File: config.mk
export PLATFORM = sky130hd
export DESIGN_NAME = sdram_read_scoreboard
export DESIGN_NICKNAME = d
export VERILOG_FILES = /design/src/rtl/sdram_read_scoreboard.sv
export SDC_FILE = /design/constraint.sdc
export NUM_CORES = 1
export LEC_CHECK = 0
export ABC_AREA = 1
export CAP_MARGIN = 25
export CORE_UTILIZATION = 57
export CTS_CLUSTER_SIZE = 16
export DETAILED_ROUTE_END_ITERATION = 6
export PLACE_DENSITY = 0.91
export SYNTH_ARGS = -nofsm -noshare
export SYNTH_HDL_FRONTEND = slang
export SYNTH_SLANG_ARGS = --single-unit
File: constraint.sdc
create_clock -name clk -period 5.7 [get_ports clk]
set_input_delay 0.855 -clock clk [delete_from_list [all_inputs] [get_ports clk]]
set_output_delay 0.855 -clock clk [all_outputs]
set_load 0.1 [all_outputs]
File: src/rtl/sdram_read_scoreboard.sv
// In-order read-data checker for the SDRAM exerciser: tracks accepted read addresses in a
// small FIFO and checks each returned word against ~addr. The first failure is latched sticky.
module sdram_read_scoreboard #(
  parameter int ADDR_W = 8,
  parameter int DATA_W = 8,
  parameter int DEPTH  = 4,
  parameter int CNT_W  = 16
) (
  input  logic                       clk,
  input  logic                       rst,
  input  logic                       issueValid,
  input  logic [ADDR_W-1:0]          issueAddr,
  input  logic                       rdValid,
  input  logic [DATA_W-1:0]          rdData,
  output logic                       canIssue,
  output logic [$clog2(DEPTH):0]     pending,
  output logic                       ok,
  output logic [1:0]                 failCode,
  output logic [ADDR_W-1:0]          failAddr,
  output logic [DATA_W-1:0]          failData,
  output logic [CNT_W-1:0]           checkedCount,
  output logic [CNT_W-1:0]           errCount
);
  localparam int PTR_W  = $clog2(DEPTH);
  localparam int PEND_W = PTR_W + 1;
  localparam logic [PEND_W-1:0] FULL = PEND_W'(DEPTH);

  typedef enum logic [1:0] {
    FC_NONE  = 2'd0,
    FC_MISM  = 2'd1,
    FC_UNDER = 2'd2,
    FC_OVER  = 2'd3
  } fail_e;

  logic [ADDR_W-1:0] mem [DEPTH];
  logic [PTR_W-1:0]  wptr_q, wptr_d, rptr_q, rptr_d;
  logic [PEND_W-1:0] pending_q, pending_d;
  logic              ok_q, ok_d;
  fail_e             code_q, code_d, code_now;
  logic [ADDR_W-1:0] faddr_q, faddr_d, faddr_now;
  logic [DATA_W-1:0] fdata_q, fdata_d, fdata_now;
  logic [CNT_W-1:0]  chk_q, chk_d, err_q, err_d;
  logic              push, pop, under, over, mism, fail;
  logic [ADDR_W-1:0] head;
  logic [DATA_W-1:0] exp_data;

  always_comb begin
    head     = mem[rptr_q];
    exp_data = ~DATA_W'(head);
    // A full FIFO still accepts an issue when a pop frees the head slot in the same cycle.
    push  = issueValid && (pending_q != FULL || rdValid);
    pop   = rdValid && (pending_q != '0);
    under = rdValid && (pending_q == '0);
    over  = issueValid && (pending_q == FULL) && !rdValid;
    mism  = pop && (rdData != exp_data);
    fail  = under || over || mism;

    code_now  = FC_NONE;
    faddr_now = '0;
    fdata_now = '0;
    if (mism) begin
      code_now  = FC_MISM;
      faddr_now = head;
      fdata_now = rdData;
    end else if (under) begin
      code_now  = FC_UNDER;
      fdata_now = rdData;
    end else if (over) begin
      code_now  = FC_OVER;
      faddr_now = issueAddr;
    end

    wptr_d    = wptr_q + PTR_W'(push);
    rptr_d    = rptr_q + PTR_W'(pop);
    pending_d = pending_q + PEND_W'(push) - PEND_W'(pop);
    chk_d     = chk_q + CNT_W'(pop);
    err_d     = (fail && err_q != '1) ? err_q + CNT_W'(1) : err_q;

    ok_d    = ok_q;
    code_d  = code_q;
    faddr_d = faddr_q;
    fdata_d = fdata_q;
    if (fail && ok_q) begin
      ok_d    = 1'b0;
      code_d  = code_now;
      faddr_d = faddr_now;
      fdata_d = fdata_now;
    end
  end

  // Storage needs no reset: pending gates every read of it.
  always_ff @(posedge clk) begin
    if (!rst && push) mem[wptr_q] <= issueAddr;
  end

  always_ff @(posedge clk) begin
    if (rst) begin
      wptr_q    <= '0;
      rptr_q    <= '0;
      pending_q <= '0;
      ok_q      <= 1'b1;
      code_q    <= FC_NONE;
      faddr_q   <= '0;
      fdata_q   <= '0;
      chk_q     <= '0;
      err_q     <= '0;
    end else begin
      wptr_q    <= wptr_d;
      rptr_q    <= rptr_d;
      pending_q <= pending_d;
      ok_q      <= ok_d;
      code_q    <= code_d;
      faddr_q   <= faddr_d;
      fdata_q   <= fdata_d;
      chk_q     <= chk_d;
      err_q     <= err_d;
    end
  end

  assign canIssue     = (pending_q != FULL);
  assign pending      = pending_q;
  assign ok           = ok_q;
  assign failCode     = code_q;
  assign failAddr     = faddr_q;
  assign failData     = fdata_q;
  assign checkedCount = chk_q;
  assign errCount     = err_q;
endmodule

# ---- Word level (Yosys, flattened, before mapping)
# Memory sizes are Yosys's and may differ from the RTL's. A register that Yosys moved wholly into a read port is not among the register bits.
# Index checks and enable logic that the tools add are counted.
dict set report classes {
  bitwise 1
  add_sub_neg 6
  div 0
  reduce_logical 16
  mul 0
  shift 0
  n_eq_ne 4
  order_cmp 0
  muxes 11
}
# op count
set op_table {}
lappend op_table {{$mux W8} 5}
lappend op_table {{$add A16 B1 Y16} 1}
lappend op_table {{$add A16 B1 Y16 const B} 1}
lappend op_table {{$ne A16 B16 Y1 const B} 1}
lappend op_table {{$logic_and A1 B1 Y1} 9}
lappend op_table {{$mux W2} 4}
lappend op_table {{$ne A8 B8 Y1} 1}
lappend op_table {{$not A8 Y8} 1}
lappend op_table {{$add A2 B1 Y2} 2}
lappend op_table {{$add A3 B1 Y3} 1}
lappend op_table {{$eq A3 B3 Y1 const B} 1}
lappend op_table {{$logic_not A3 Y1} 1}
lappend op_table {{$logic_or A1 B1 Y1} 3}
lappend op_table {{$ne A3 B3 Y1 const B} 1}
lappend op_table {{$reduce_bool A3 Y1} 1}
lappend op_table {{$sub A3 B1 Y3} 1}
lappend op_table {{$logic_not A1 Y1} 2}
lappend op_table {{$mux W1} 2}
dict set report word_totals {
  reg_bits 58
  mem_bits_ro 0
  inputBits 20
  n_memories 1
  latchBits 0
  mem_bits_rw 32
}
# name depth word_bits rd rd_clocked_by_memory_dff wr line
set memory_table {}
lappend memory_table {mem 4 8 1 1 1 35} ;# logic [ADDR_W-1:0] mem [DEPTH];

# ---- Longest topological paths before layout
# Gate-level depths: netlist (run 1).
dict set report logic_depth {
  word_depth 6
  depth_mapped 18
  mapped_depth_nobuf 17
}

# ---- Worst setup path after synthesis (run 1)
# Ideal clock, no wire load.
dict set report synth_path {
  path_kind {reg-to-reg}
  start {reg pending_q[2] (netlist: pending[2])}
  end {reg chk_q[14] (netlist: checkedCount[14])}
  arrival_time_ns 3.286
  path_buffers 0
  synth_period_minus_slack_ns 3.343
  setup_ns 0.058
  path_stages_with_launch 16
  slack_ns 2.357
  path_cell_list {dfxtp_1 -> inv_1 -> a21oi_1 -> ha_1 -> ha_1 -> nand2_1 -> nor2_1 -> nand2_1 -> nor2_1 -> nand2_1 -> inv_1 -> nand4_1 -> nor2_1 -> nand2_1 -> a21oi_1 -> o21a_1}
}
dict set report synth_via {
  elab_chain_len 3
}
# element line
set synth_rtl {}
lappend synth_rtl {{from (decl)} 37} ;# logic [PEND_W-1:0] pending_q, pending_d;
lappend synth_rtl {{from (signal assigned)} 110} ;# pending_q <= pending_d;
lappend synth_rtl {{$reduce_bool A3 Y1} 52} ;# pop = rdValid && (pending_q != '0);
lappend synth_rtl {{$logic_and A1 B1 Y1} 52}
lappend synth_rtl {{$add A16 B1 Y16} 76} ;# chk_d = chk_q + CNT_W'(pop);
lappend synth_rtl {{to (signal assigned)} 115} ;# chk_q <= chk_d;
lappend synth_rtl {{to (decl)} 42} ;# logic [CNT_W-1:0] chk_q, chk_d, err_q, err_d;
# No other way between the ends.
# A chain may end at the register's enable or synchronous reset.

# ---- Worst setup path in the final report (run 1)
dict set report layout_path {
  start {in rdValid}
  end {reg chk_q[15] (netlist: checkedCount[15])}
}
dict set report layout_via {
  elab_chain_len 2
}
# element line
set layout_rtl {}
lappend layout_rtl {{from (decl)} 13} ;# input logic rdValid,
lappend layout_rtl {{$logic_and A1 B1 Y1} 52}
lappend layout_rtl {{$add A16 B1 Y16} 76}
# No other way between the ends.

==> flow_metrics.py, run 1 <==
metrics = {
    "detailed_routing": {
        "dr_wl_met2_microns": 4870,
        "via_per_inst": 5.31,
        "drtAntennaViolNets": 0,
        "wl_per_cell_microns": 13.8,
        "wl_met1_microns": 4030,
        "met3_length_microns": 606,
        "drtIter0Drc": 157,
        "routed.top_layer": "met4",
        "first_pass_iters": 5,
        "drc": 0,
        "finalWirelength_microns": 9810,
        "vias": 3772,
    },
    "timing": {
        "finalCritPeriodShare_pct": 60.3,
        "worst_pin_slew_ns": 1.03,
        "final_max_slew_viol_count": 0,
        "skew_ns": 0.0105,
        "grt_setup_unrepaired": "false",
        "period_minus_slack_ns": 3.44,
        "hold_viol_final": 0,
        "finalSetupTns_ns": 0,
        "maxSlewHeadroom_pct": 31.2,
        "max_freq_ghz": 0.291,
        "fin_ws_ns": 2.26,
        "setup_viol_count_final": 0,
    },
    "min_path": {
        "min_path_type": "register to register",
    },
    "yosys": {
        "yosysUniqueCellTypes": 34,
        "avgSynthCellArea_sq_um": 8.11,
        "seq_area_frac_synth_pct": 49.0,
        "synth_top_cell_by_area": "dfxtp_1",
        "ys_warn_count": 0,
        "ys_ff_latch": 90,
        "synth_area_leaders": "dfxtp_1, edfxtp_1, nand2_1, nor2_1, nand3_1",
        "synth_cells": 534,
        "syn_area_sq_um": 4330,
        "synth_top_cell_area_share_pct": 26.8,
        "synth_nets": 560,
    },
    "cells_and_area": {
        "fillers": 553,
        "area_growth_pct": 23.0,
        "antennaDiodeCount": 0,
        "seq_area_sq_um": 2120,
        "nNetsFinal": 633,
        "drive_gt1_share_pct": 8.99,
        "multiInputGateArea_sq_um": 1860,
        "fin_area_sq_um": 5330,
    },
    "clocking": {
        "h-tree-depth": 3,
        "ctsHoldBuffers": 0,
        "clk_pin_slew_ns": 0.09,
        "cts_sinks": 90,
        "cts_tree": "done",
        "insertion_delay_ns": 0.36,
        "cts_buffer_depth": 2,
        "cts_made_buffers": 9,
        "cts-root-buf": "clkbuf_8",
        "cts_resized": 0,
        "post-cts-setup-buffers": 0,
    },
    "pwr": {
        "powerDensity_nw_per_um2": 520,
        "power_leakage_nw": 2.13,
        "ir_drop_uv": 407,
    },
    "placement": {
        "place.gp.congestion": 0.861,
        "dpl.hpwl_microns": 6820,
        "numPortBuffers": 74,
        "place_ws_ns": 1.92,
        "place_area_sq_um": 5090,
    },
    "global_route": {
        "grt_pass1_vias": 3484,
        "antenna_found_initial": 0,
        "grt_pass1_wl_microns": 15600,
        "grt_overflow": 0,
        "grt_max_degree": 33,
        "grt_usage_pct": 26.0,
    },
    "die": {
        "start_util_pct": 59.4,
        "fp.dieArea_sq_um": 7950,
        "rows": 31,
        "die_h_microns": 89.2,
        "io_pins": 75,
        "dieWidth_microns": 89.2,
        "coreArea_sq_um": 7290,
    },
    "run": {
        "drv_cap": 0,
    },
    "worst_setup_path": {
        "worst_setup_path_start_kind": "primary input",
        "required_ns": 5.98,
        "arrival_ns": 3.72,
        "cp_max_fo": 8,
        "critPathKind": "primary input to register",
        "critPathCaptureType": "register",
    },
    "outcome": {
        "status": "finished clean",
    },
}
==> placed cells by master, fill, tap and decap left out, types with 2 or more instances in the layout <==
master,netlist,routed
nand2_4,2,2
xor2_1,8,8
nand2_8,3,3
edfxtp_1,32,32
nor3_1,12,12
o21a_1,2,2
inv_1,49,49
nand4_1,3,3
ha_1,5,5
clkbuf_8,0,10
clkdlybuf4s50_1,0,74
buf_4,1,5
inv_2,3,3
nand3_1,42,42
xnor2_1,6,6
nor2_1,63,63
o21bai_1,3,3
a21oi_2,11,11
nand2_2,11,11
o21ai_0,13,13
inv_4,1,2
clkbuf_16,0,2
nor4_1,2,2
nand3b_1,7,7
dfxtp_1,58,58
nor2_2,3,3
nand2_1,151,151
a21oi_1,24,24
==> registers in the layout, indices dropped and copies added (netlist names) <==
name,flops
rptr_q,2
mem,32
pending,3
failAddr,8
wptr_q,2
ok,1
errCount,16
failCode,2
failData,8
checkedCount,16
==> power breakdown <==
group	internal [mW]	switching, mW	total, mW
clock network	0.269	0.230	0.499
registers	0.766	0.0912	0.857
logic	0.340	1.07	1.41
==> worst max-delay path, cell delays in order <==
cell and delay [ns]:
clkdlybuf4s50_1 0.48, inv_1 0.06, a21oi_1 0.60, ha_1 0.32
nand3_1 0.13, nor2_1 0.17, nand2_1 0.09, nor2_1 0.14
nand2_1 0.09, nor2_1 0.13, nand2_1 0.08, nor2_1 0.19
nand2_1 0.11, inv_1 0.09, a21oi_1 0.07, nor3_1 0.12
==> area by class of cell <==
cell class / instances / area share, %
sequential: 90 / 39.8
tap: 99 / 2.33
clock inverter: 4 / 0.986
multi-input combinational: 373 / 34.9
clock buffer: 12 / 3.52
inverter: 54 / 3.85
timing repair buffer: 79 / 14.6
==> cells by family after synthesis <==
group	after synthesis	share of synthesized area, %
and+or+nand+nor	300	30.8
DFF	90	49.0
buffers and inverters	71	8.12
AOI/OAI and AO/OA	53	7.37
xor gates and xnor gates	14	2.83
adders and majority gates	6	1.91
==> worst paths after layout <==
| check | startpoint | endpoint | cells past startpoint | slack, ns |
|---|---|---|---|---|
| max reg2reg | pending[1] | checkedCount[15] | 15 | 2.84 |
| min | failData[2] | failData[2] | 2 | 0.50 |
| min reg2reg | failData[2] | failData[2] | 2 | 0.50 |
| max | rdValid | checkedCount[15] | 16 | 2.26 |
==> routing by layer <==
| metal | vias to the layer above | track usage [%] |
|---|---|---|
| li1 | 1866 | - |
| met1 | 1730 | 30.3 |
| met2 | 145 | 44.7 |
| met3 | 31 | 6.37 |
| met4 | 0 | 12.8 |
| met5 | - | 0 |
==> synthesized netlist by cell type <==
| library cell | n |
|---|---|
| nand2_1 | 151 |
| nor2_1 | 63 |
| dfxtp_1 | 58 |
| inv_1 | 49 |
| nand3_1 | 42 |
| edfxtp_1 | 32 |
| a21oi_1 | 24 |
| o21ai_0 | 13 |
| nor3_1 | 12 |
| a21oi_2 | 11 |
| nand2_2 | 11 |
| xor2_1 | 8 |
| nand3b_1 | 7 |
| xnor2_1 | 6 |
| buf_6 | 5 |
| clkbuf_1 | 5 |
| ha_1 | 5 |
| inv_2 | 3 |
| nand2_8 | 3 |
| nand4_1 | 3 |
| nor2_2 | 3 |
| o21bai_1 | 3 |
| buf_2 | 2 |
| buf_8 | 2 |
| nand2_4 | 2 |
| nor4_1 | 2 |
| o21a_1 | 2 |
| and3_1 | 1 |
| buf_1 | 1 |
| buf_12 | 1 |
| buf_4 | 1 |
| clkinv_1 | 1 |
| fa_1 | 1 |
| inv_4 | 1 |
==> stage by stage <==
| stage | instances | hold slack, ns | util, % | power, mW |
|---|---|---|---|---|
| after floorplan | 534 | 0.521 | - | 2.05 |
| after global placement | 695 | 0.462 | 69.8 | 2.24 |
| after detailed placement | 695 | 0.477 | 69.8 | 2.27 |
| after CTS | 711 | 0.496 | 73.1 | 2.77 |
| after global routing | 711 | 0.516 | 73.1 | 2.91 |
| final | 711 | 0.495 | 73.1 | 2.77 |
Note: power is estimated with default switching activity, not from simulation.
==> run 2, diff against run 1 <==
Settings changed: CORE_UTILIZATION 57 to 53, PLACE_DENSITY 0.91 to 0.86.
Clock period 5.7 ns to 3.3 ns, I/O delays scaled along.
==> flow_metrics.py, run 2 (same netlist as run 1, synthesis figures left out) <==
metrics = {
    "outcome": {
        "status": "finished clean",
    },
    "die": {
        "coreArea_sq_um": 7810,
        "rows": 32,
        "fp.dieArea_sq_um": 8540,
        "start_util_pct": 55.5,
        "io_pins": 75,
        "dieWidth_microns": 92.4,
        "die_h_microns": 92.4,
    },
    "detailed_routing": {
        "drc": 0,
        "wl_per_cell_microns": 13.5,
        "first_pass_iters": 5,
        "drtIter0Drc": 207,
        "vias": 3738,
        "finalWirelength_microns": 9720,
        "via_per_inst": 5.21,
        "drtAntennaViolNets": 0,
    },
    "timing": {
        "maxSlewHeadroom_pct": 33.6,
        "finalSetupTns_ns": 0,
        "hold_viol_final": 0,
        "skew_ns": 0.0154,
        "setup_viol_count_final": 0,
        "max_freq_ghz": 0.392,
        "finalCritPeriodShare_pct": 77.3,
        "grt_setup_unrepaired": "false",
        "period_minus_slack_ns": 2.55,
        "worst_pin_slew_ns": 0.993,
        "final_max_slew_viol_count": 0,
    },
    "pwr": {
        "ir_drop_uv": 594,
        "power_leakage_nw": 2.14,
        "sw_frac_of_total_pct": 51.8,
        "p_int_mw": 2.19,
        "clock_power_share_pct": 14.0,
        "seqPwrFrac_pct": 32.2,
        "pwr-share-comb_pct": 53.7,
        "netSwitchingPower_mw": 2.36,
        "powerDensity_nw_per_um2": 868,
    },
    "clocking": {
        "cts-root-buf": "clkbuf_8",
        "post-cts-setup-buffers": 0,
        "cts_made_buffers": 9,
        "cts_resized": 0,
        "h-tree-depth": 3,
        "insertion_delay_ns": 0.36,
        "clk_pin_slew_ns": 0.08,
        "ctsHoldBuffers": 0,
        "cts_tree": "done",
        "cts_buffer_depth": 2,
        "cts_sinks": 90,
    },
    "placement": {
        "numPortBuffers": 74,
        "place.gp.congestion": 0.816,
        "place_area_sq_um": 5090,
        "dpl.hpwl_microns": 6830,
    },
    "worst_setup_path": {
        "critPathCaptureType": "register",
        "critPathMaxStageDelay_ns": 0.48,
        "crit_buf_inv": 3,
        "worst_setup_path_start_kind": "primary input",
        "reg2reg_depth": 15,
        "cp_cell_sequence": "clkdlybuf4s50_1, inv_1, a21oi_1, ha_1, ha_1, nand2_1, nor2_1, nand2_1, nor2_1, nand2_1, inv_1, nand4_1, nor2_1, nand2_1, a21oi_1, o21a_1",
        "ff2ff_setup_slack_ns": 0.91,
        "crit_family": "simple AND/OR/NAND/NOR gates",
        "reg2reg_from": "rptr_q[0]",
        "cp_max_fo": 3,
        "crit_top_cell": "nand2_1",
        "crit_slowest_cell": "clkdlybuf4s50_1",
        "regToRegEndpoint": "failAddr[6]",
        "required_ns": 3.60,
        "critPathKind": "primary input to register",
        "cp-startpoint": "rdValid",
        "arrival_ns": 2.85,
    },
    "min_path": {
        "min_path_type": "register to register",
        "whs_path_depth": 2,
        "min_to": "failData[6]",
        "min_from": "failData[6]",
    },
    "global_route": {
        "antenna_found_initial": 0,
        "top_usage_layer": "met2",
        "grt_pass1_vias": 3596,
        "globalRouteMet1Util_pct": 28.3,
        "grt_use_met3_pct": 5.25,
        "grt_max_degree": 33,
        "grt_overflow": 0,
        "grtUsageMet2_pct": 41.6,
        "grt_pass1_wl_microns": 16000,
        "grt_usage_pct": 23.8,
    },
    "cells_and_area": {
        "final_common_cell": "nand2_1",
        "top_register": "mem",
        "drive_gt1_share_pct": 11.4,
        "layout_common_cells": "nand2_1, nor2_1, clkdlybuf4s50_1, dfxtp_1, inv_1",
        "nNetsFinal": 637,
        "antennaDiodeCount": 0,
        "area_growth_pct": 21.2,
        "fin_area_sq_um": 5250,
        "largest_register_ffs": 32,
    },
    "run": {
        "drv_cap": 0,
    },
}
run 2: cell types whose count changed in the layout (fill, tap and decap cells not counted), sizes merged:
cell | previous run | this run
buf | 5 | 22
clkdlybuf4s50 | 74 | 61
clkinv | 2 | 4
bufinv | 1 | 0
clkbuf | 12 | 13
clkinvlp | 1 | 0
inv | 54 | 53
run 2: through the flow:
step	util, %	hold WS (ns)	std cells	setup WS [ns]	total power [mW]
after floorplan	-	0.521	534	0.00703	3.54
after global placement	65.2	0.484	702	0.573	3.89
after detailed placement	65.2	0.486	702	0.402	3.94
after CTS	67.2	0.504	718	0.751	4.57
after global routing	67.2	0.510	718	0.441	4.82
final	67.2	0.495	718	0.749	4.56
run 2: how the worst max path moves through the flow:
stage / end / slack [ns] / cells after the start
floorplan: checkedCount[14] / 0.007 / 15
global placement: checkedCount[14] / 0.57 / 16
detailed placement: checkedCount[12] / 0.40 / 16
CTS: checkedCount[14] / 0.75 / 16
global route: checkedCount[14] / 0.44 / 16
finish: checkedCount[14] / 0.75 / 16
run 2: layer usage:
| layer | vias to the layer above | part of all wire, % | routed length, microns |
|---|---|---|---|
| li1 | 1867 | - | - |
| met1 | 1719 | 42 | 4030 |
| met2 | 137 | 50 | 4840 |
| met3 | 15 | 7.3 | 713 |
| met4 | 0 | 1.3 | 129 |
| met5 | - | 0 | 0 |
run 2: power groups by stage:
| stage | registers (mW) | clock network (mW) | logic, mW |
|---|---|---|---|
| after detailed placement | 1.49 | 0 | 2.44 |
| after global placement | 1.49 | 0 | 2.40 |
| after global routing | 1.49 | 0.698 | 2.63 |
| after CTS | 1.47 | 0.651 | 2.45 |
| after floorplan | 2.51 | 0 | 1.03 |
| final | 1.47 | 0.639 | 2.45 |
run 2: worst reg2reg max path, delay by kind of cell (launching register included):
family,cells,cell delay [ns]
and+or+nand+nor,14,1.53
buffers and inverters,1,0.17
DFF,1,0.59
run 2: area by class of cell:
cell class / count / area, sq um
Fill cell: 631 / 2560
Sequential cell: 90 / 2120
Multi-Input combinational cell: 373 / 1860
Timing Repair Buffer: 83 / 776
Inverter: 54 / 205
Clock buffer: 13 / 139
Tap cell: 102 / 128
Clock inverter: 3 / 18.8
==> run 3, diff against run 2 <==
Clock period 3.3 ns to 2.53 ns, I/O delays scaled along.
==> flow_metrics.py, run 3 (same netlist as run 1, synthesis figures left out) <==
metrics = {
    "global_route": {
        "grt_max_degree": 33,
        "grt_pass1_wl_microns": 16000,
        "grt_usage_pct": 23.7,
        "grt_overflow": 0,
        "grt_pass1_vias": 3513,
        "antenna_found_initial": 0,
    },
    "worst_setup_path": {
        "cp_max_fo": 3,
        "ff2ff_setup_slack_ns": 0.27,
        "critPathKind": "primary input to register",
        "cp-startpoint": "rdValid",
        "critPathCaptureType": "register",
        "reg2reg_from": "rptr_q[1]",
        "required_ns": 2.80,
        "arrival_ns": 2.55,
        "worst_setup_path_start_kind": "primary input",
    },
    "cells_and_area": {
        "fin_util_pct": 67.6,
        "largest_register_ffs": 32,
        "antennaDiodeCount": 0,
        "final_common_cell": "nand2_1",
        "top_register": "mem",
        "area_growth_pct": 21.9,
        "fin_area_sq_um": 5280,
        "layout_common_cells": "nand2_1, buf_4, nor2_1, dfxtp_1, inv_1",
        "instances_no_fill": 724,
        "drive_gt1_share_pct": 22.0,
        "nNetsFinal": 643,
    },
    "timing": {
        "setup_viol_count_final": 0,
        "skew_ns": 0.0115,
        "period_minus_slack_ns": 2.27,
        "grt_setup_unrepaired": "false",
        "final_max_slew_viol_count": 0,
        "maxSlewHeadroom_pct": 62.9,
        "worst_pin_slew_ns": 0.551,
        "hold_viol_final": 0,
        "max_freq_ghz": 0.440,
        "finalCritPeriodShare_pct": 89.9,
    },
    "die": {
        "coreArea_sq_um": 7810,
        "dieWidth_microns": 92.4,
        "die_h_microns": 92.4,
        "rows": 32,
        "fp.dieArea_sq_um": 8540,
        "start_util_pct": 55.5,
        "io_pins": 75,
    },
    "pwr": {
        "p_int_mw": 2.94,
        "power_leakage_nw": 2.26,
        "powerDensity_nw_per_um2": 1150,
        "netSwitchingPower_mw": 3.14,
        "sw_frac_of_total_pct": 51.7,
        "pwr-share-comb_pct": 52.2,
        "seqPwrFrac_pct": 31.6,
        "clock_power_share_pct": 16.1,
        "ir_drop_uv": 731,
    },
    "clocking": {
        "ctsHoldBuffers": 0,
        "cts_buffer_depth": 2,
        "clk_pin_slew_ns": 0.09,
        "insertion_delay_ns": 0.35,
        "cts_sinks": 90,
        "h-tree-depth": 3,
        "cts_tree": "done",
        "cts_made_buffers": 9,
        "cts-root-buf": "clkbuf_8",
    },
    "detailed_routing": {
        "wl_per_cell_microns": 13.4,
        "drc": 0,
        "drtAntennaViolNets": 0,
        "vias": 3693,
        "finalWirelength_microns": 9710,
        "first_pass_iters": 4,
        "via_per_inst": 5.10,
        "drtIter0Drc": 208,
    },
    "placement": {
        "dpl.hpwl_microns": 6960,
        "dp_cells": 706,
        "place.gp.congestion": 0.868,
        "numPortBuffers": 74,
        "place_area_sq_um": 5050,
    },
    "outcome": {
        "status": "finished clean",
    },
    "run": {
        "drv_cap": 0,
    },
    "min_path": {
        "min_path_type": "register to register",
        "min_from": "failCode[0]",
    },
}
## run 3: cell types whose count changed in the layout (fill, tap and decap cells not counted), sizes merged
cell	previous run	this run
clkinv	4	5
bufinv	0	1
clkdlybuf4s50	61	19
clkbuf	13	9
clkinvlp	0	1
inv	53	54
buf	22	70
## run 3: repair_timing
item,CTS,global route
setup endpoints to repair,0,2
setup buffers,0,2
gates resized for setup,0,6
endpoints found under the hold margin,0,0
## run 3: worst paths after layout
| check | endpoint | depth (start not counted) |
|---|---|---|
| worst max-delay path | checkedCount[15] | 16 |
| worst min-delay path | failCode[0] | 2 |
| worst max register to register | failData[7] | 13 |
| worst min register to register | failCode[0] | 2 |
## run 3: power by group through the flow
stage / Sequential [mW] / Clock [mW] / Combinational (mW)
global route: 1.95 / 1.06 / 3.41
finish: 1.92 / 0.981 / 3.17
CTS: 1.92 / 1.00 / 3.17
floorplan: 3.29 / 0 / 1.36
detailed placement: 1.95 / 0 / 3.16
global placement: 1.94 / 0 / 3.10
## run 3: layout make-up
class                   count  area (sq um)
clock buffers               9           124
clock inverters             7          77.6
fillers                   638          2530
inverters                  54           205
multi-input cells         373          1890
flip-flops and latches     90          2140
well taps                 102           128
repair buffers             89           716
## run 3: worst max-delay path, cell delays in order
cell and delay, ns:
clkdlybuf4s50_1 0.49, inv_1 0.08, a21oi_4 0.12, ha_2 0.19, nand3_1 0.12, nor2_1 0.16
nand2_1 0.09, nor2_1 0.14, nand2_1 0.09, nor2_1 0.15, nand2_1 0.10, nor2_2 0.10
nand2_1 0.07, inv_1 0.08, a21oi_1 0.07, nor3_1 0.12
## run 3: layer usage
metal | track usage [%] | vias up | wire [microns]
met5 | 0 | - | 0
met4 | 7.03 | 0 | 79
met3 | 4.93 | 6 | 551
met2 | 39.9 | 102 | 4840
met1 | 30.6 | 1707 | 4240
li1 | - | 1878 | -
## run 3: stage by stage
step           hold WS, ns  setup WS, ns  power, mW   TNS, ns
6_report             0.498         0.256       6.08         0
5_1_grt              0.508       0.00107       6.42         0
4_1_cts              0.497         0.285       6.09         0
3_5_place_dp         0.485       -0.0759       5.11    -0.123
3_3_place_gp         0.471        0.0424       5.05         0
2_1_floorplan        0.478      -0.00592       4.65  -0.00592
==> edit 1: new RTL, flow settings as in run 3 <==
Reset style: asynchronous (`rst`), changed in one clocked block.
--- a/src/rtl/sdram_read_scoreboard.sv
+++ b/src/rtl/sdram_read_scoreboard.sv
@@ -94,5 +94,5 @@
   end
 
-  always_ff @(posedge clk) begin
+  always_ff @(posedge clk or posedge rst) begin
     if (rst) begin
       wptr_q    <= '0;
Function: differs if rst is asserted again (counterexample within 4 cycles, from zero or initial values and one cycle with rst high); with rst held inactive, the same outputs for 10 cycles.
==> edit 1 against run 3 <==
- first-iteration DRC count grew 63%
- global-route usage increased by 1.9 points
- total power decreased by 4.3%
- die area increased by 1.3%
- sequential cell count did not move
- sequential power up 7%
- count of clock-buffer cells in the layout up 1
- critical path type is now reg2reg
- area after synthesis grew 1.3%
- cell area grew 1.7%
- wire length is 4.4% higher
- setup slack improved by 0.040 ns
- critical path depth decreased by 6
- largest cell class unchanged
- critical endpoint is now errCount[10]
==> edit 1: results (changes against run 3) <==
delay of the slowest critical-path stage 0.41 ns (-0.08 ns); clock buffer depth 2 (unchanged); dpl ws -0.0763 ns (-0.000408 ns); total combinational power 0.00283 W (-11%); H-Tree Depth 3 (unchanged); register area share after synthesis 55.0% (+6.0 points); synth top area cells dfrtp_1 32%, edfxtp_1 22%, nand2_1 16%; vias in the first global route 3631 (+3.4%); Detailed Place HPWL 7.33 mm (+5.3%); CTS clock-pin slew for the worst setup and hold paths 0.09 ns (about the same); sequential power 0.00206 W (+7%); postcts setup bufs 0 (unchanged); worst-path maximum fanout 14 (+11); Layout Nets 603 (-6.2%); largest net degree at the start of global routing 59 (+79%); WP data arrival 2.53 ns (-0.02 ns); Synth cell types 28 (-18%); root buffer cell clkbuf_8; Via Count 3695 (+0.054%); synth cell count leaders 188 x nand2_1, 73 x nand3_1, 57 x dfrtp_1, 36 x inv_1, 32 x edfxtp_1; post-synth net total 519 (-7.3%); clk_skew 0.00653 ns (-0.00493 ns); Top delay family on crit path simple AND/OR/NAND/NOR gates; Post-synth EDFFs 32 (unchanged); initial antenna violation count 0 (unchanged); GPL Wtd Cong 0.833 (-4.1%); asr flop ratio synth 64.4% (+64 points); Crit-path slowest cell dfrtp_2; NetSw 0.00296 W (-5.8%); Leak 2.68 nW (+18%); Worst Max-Slew Pin Slew 0.708 ns (+0.157 ns); Max VDD drop 0.975 mV (+33%); post-CTS sizing 0 (unchanged); all-layer global routing usage 25.6% (+1.9 points); final WL 10.1 mm (+4.4%); drt pass-1 iters 5 (+1); status complete, no violations; PortBufs 74 (unchanged); first-pass GRT wire length 17.0 mm (+6.1%); initial DRC count 340 (+63%); Main synth FF type dfrtp_1; share of cells above drive strength 1 19.6% (-2.4 points); Yosys warnings 0 (unchanged)
-- edit 1: changes by cell type in the layout (fill, tap and decap cells not counted), sizes merged, moves of 15 or more --
cell	change
a21oi	-34
dfxtp	-58
nand2	+26
nand3	+31
dfrtp	+57
xor2	+15
nor2	-49
-- edit 1: cell type report --
class / count / area [um^2]
clock buffers: 10 / 138
clock inverters: 6 / 48.8
fillers: 594 / 2520
inverters: 39 / 153
multi-input cells: 349 / 1770
flip-flops and latches: 90 / 2430
well taps: 102 / 128
repair buffers: 88 / 708
-- edit 1: path summary, 6_finish.rpt --
check / from / end / slack, ns / cells after the start
max: errCount[0] / errCount[10] / 0.30 / 10
min: checkedCount[15] / checkedCount[15] / 0.47 / 1
max reg2reg: errCount[0] / errCount[10] / 0.30 / 10
min reg2reg: checkedCount[15] / checkedCount[15] / 0.47 / 1
max in group asynchronous: rst / pending[1] / 1.34 / 3
min in group asynchronous: rst / failAddr[5] / 0.66 / 3
-- edit 1: logic make-up after synthesis --
group	count (synthesis)	synth area share (%)
simple gates	312	31.4
compound gates	1	0.114
buf+inv	54	5.64
flops	90	55.0
xor+xnor	30	5.99
fa+ha+maj	6	1.88
-- edit 1: per-layer routing --
layer / up-vias / global-route usage, % / routed length [um]
met5: - / 0 / 0
met2: 150 / 41.9 / 5010
li1: 1760 / - / -
met1: 1762 / 33.1 / 4270
met4: 0 / 11.9 / 257
met3: 23 / 4.63 / 599
-- edit 1: metrics by stage --
step / cell area, um^2 / power (W) / cells
after floorplan: 4470 / 0.00430 / 493
after global placement: 5180 / 0.00480 / 668
after detailed placement: 5180 / 0.00490 / 668
after CTS: 5370 / 0.00582 / 684
after global routing: 5370 / 0.00613 / 684
final: 5370 / 0.00581 / 684
==> edit 2: new RTL, config.mk and constraints of run 3 <==
Made on the original files. Set the parameter `DATA_W` to 9 (it was 8).
--- a/src/rtl/sdram_read_scoreboard.sv
+++ b/src/rtl/sdram_read_scoreboard.sv
@@ -3,5 +3,5 @@
 module sdram_read_scoreboard #(
   parameter int ADDR_W = 8,
-  parameter int DATA_W = 8,
+  parameter int DATA_W = 9,
   parameter int DEPTH  = 4,
   parameter int CNT_W  = 16
Interface: changed (resized failData and rdData); port bits go from 75 to 77. No check against the original RTL was run, so the function may have changed too.
==> edit 2 against run 3 <==
- sequential cell count grew 1
- cell count grew 1.1%
- critical path depth is the same
- setup slack lost 0.035 ns
- non-clock buffer count grew 3
- cell area shrank 0.64%
- area after synthesis shrank 1.8%
- wire length grew 1.8%
- total power shrank 0.37%
- largest cell class unchanged
- core utilization grew 0.26 points
- global-route usage grew 1.5 points
==> edit 2: results (changes against run 3) <==
Leak 2.27 nW (+0.42%); Synth cell types 36 (+5.9%); Worst Max-Slew Pin Slew 0.457 ns (-0.0939 ns); worst reg2reg path endpoint errCount[15]; #FFs+latches synth 91 (+1.1%); synth cell count leaders 141 x nand2_1, 76 x nor2_1, 60 x inv_1, 59 x dfxtp_1, 50 x nand3_1; # clk buffers 14 (+5); dpl ws -0.217 ns (-0.141 ns); Detailed Place HPWL 7.10 mm (+2.1%); via/cell ratio 5.18 (+1.6%); initial DRC count 225 (+8.2%); Routed WL per cell 13.5 um (+0.70%); die extent in x 91.6 um (-0.87%); CTS clock-pin slew for the worst setup and hold paths 0.09 ns (about the same); post-layout util 67.9% (+0.26 points); WP data arrival 2.61 ns (+0.06 ns); Signal buf overhead 14.1% (+0.56 points); all-layer global routing usage 25.2% (+1.5 points); nonclk inv count 63 (+17%); Placement Cell Area 5030 um^2 (-0.35%); first-pass GRT wire length 16.6 mm (+3.6%); complex-gate fraction of the synthesized area 7.62% (+0.25 points); GPL Wtd Cong 0.828 (-4.6%); final WL 9.89 mm (+1.8%); register area share after synthesis 50.3% (+1.3 points); share of cells above drive strength 1 18.4% (-3.6 points); synth top area cells dfxtp_1 28%, edfxtp_1 23%, nand2_1 12%; R2R Setup Slk 0.33 ns (+0.06 ns); hold_sp failCode[0]; Signal buffers 92 (+3.4%); drt pass-1 iters 5 (+1); ClkCell Share 3.96% (+0.14 points); largest net degree at the start of global routing 42 (+27%); Max VDD drop 0.877 mV (+20%); clk_skew 0.0168 ns (+0.00536 ns); R2R Path Start errCount[0]; sequential cell area share 41.2% (+0.64 points); footprint of the multi-input gates 1770 um^2 (-6.4%); fillers 642 (+0.63%); PortBufs 76 (+2.7%); Max Clk Rate 433 MHz (-1.5%); Synth Area in Adders 1.94% (+0.034 points); placed cell count 716 (+1.4%); Multi-In Gates 368 (-1.3%); status complete, no violations; worst r2r path cells 12 (-1); xor/xnor cell area share of the yosys netlist 1.44% (-1.4 points); syn avg cell area 7.89 um^2 (-2.7%); post-synth net total 566 (+1.1%)
edit 2: report_power, final:
| group | switching (W) | total (W) | internal [W] |
|---|---|---|---|
| registers | 0.000188 | 0.00194 | 0.00176 |
| logic | 0.00236 | 0.00310 | 0.000736 |
| clock network | 0.000505 | 0.00101 | 0.000507 |
| total | 0.00305 | 0.00605 | 0.00300 |
edit 2: critical path: stages:
cell             delay (ns)
clkdlybuf4s50_1        0.48
inv_1                  0.08
a21oi_4                0.13
ha_1                   0.18
nand3_1                0.15
nor3_2                 0.22
nand3_1                0.13
nor2_1                 0.10
nand2_1                0.08
nor3_2                 0.19
nand2_1                0.07
nor2_1                 0.13
nand2_1                0.09
nand2_1                0.07
nand2_1                0.05
nor2_1                 0.09
edit 2: layer usage:
layer / track usage, % / vias up / wire length [um]
met5: 0 / - / 0
met4: 10.2 / 0 / 174
met3: 5.78 / 16 / 678
met2: 42.6 / 147 / 4940
met1: 31.0 / 1727 / 4100
li1: - / 1903 / -
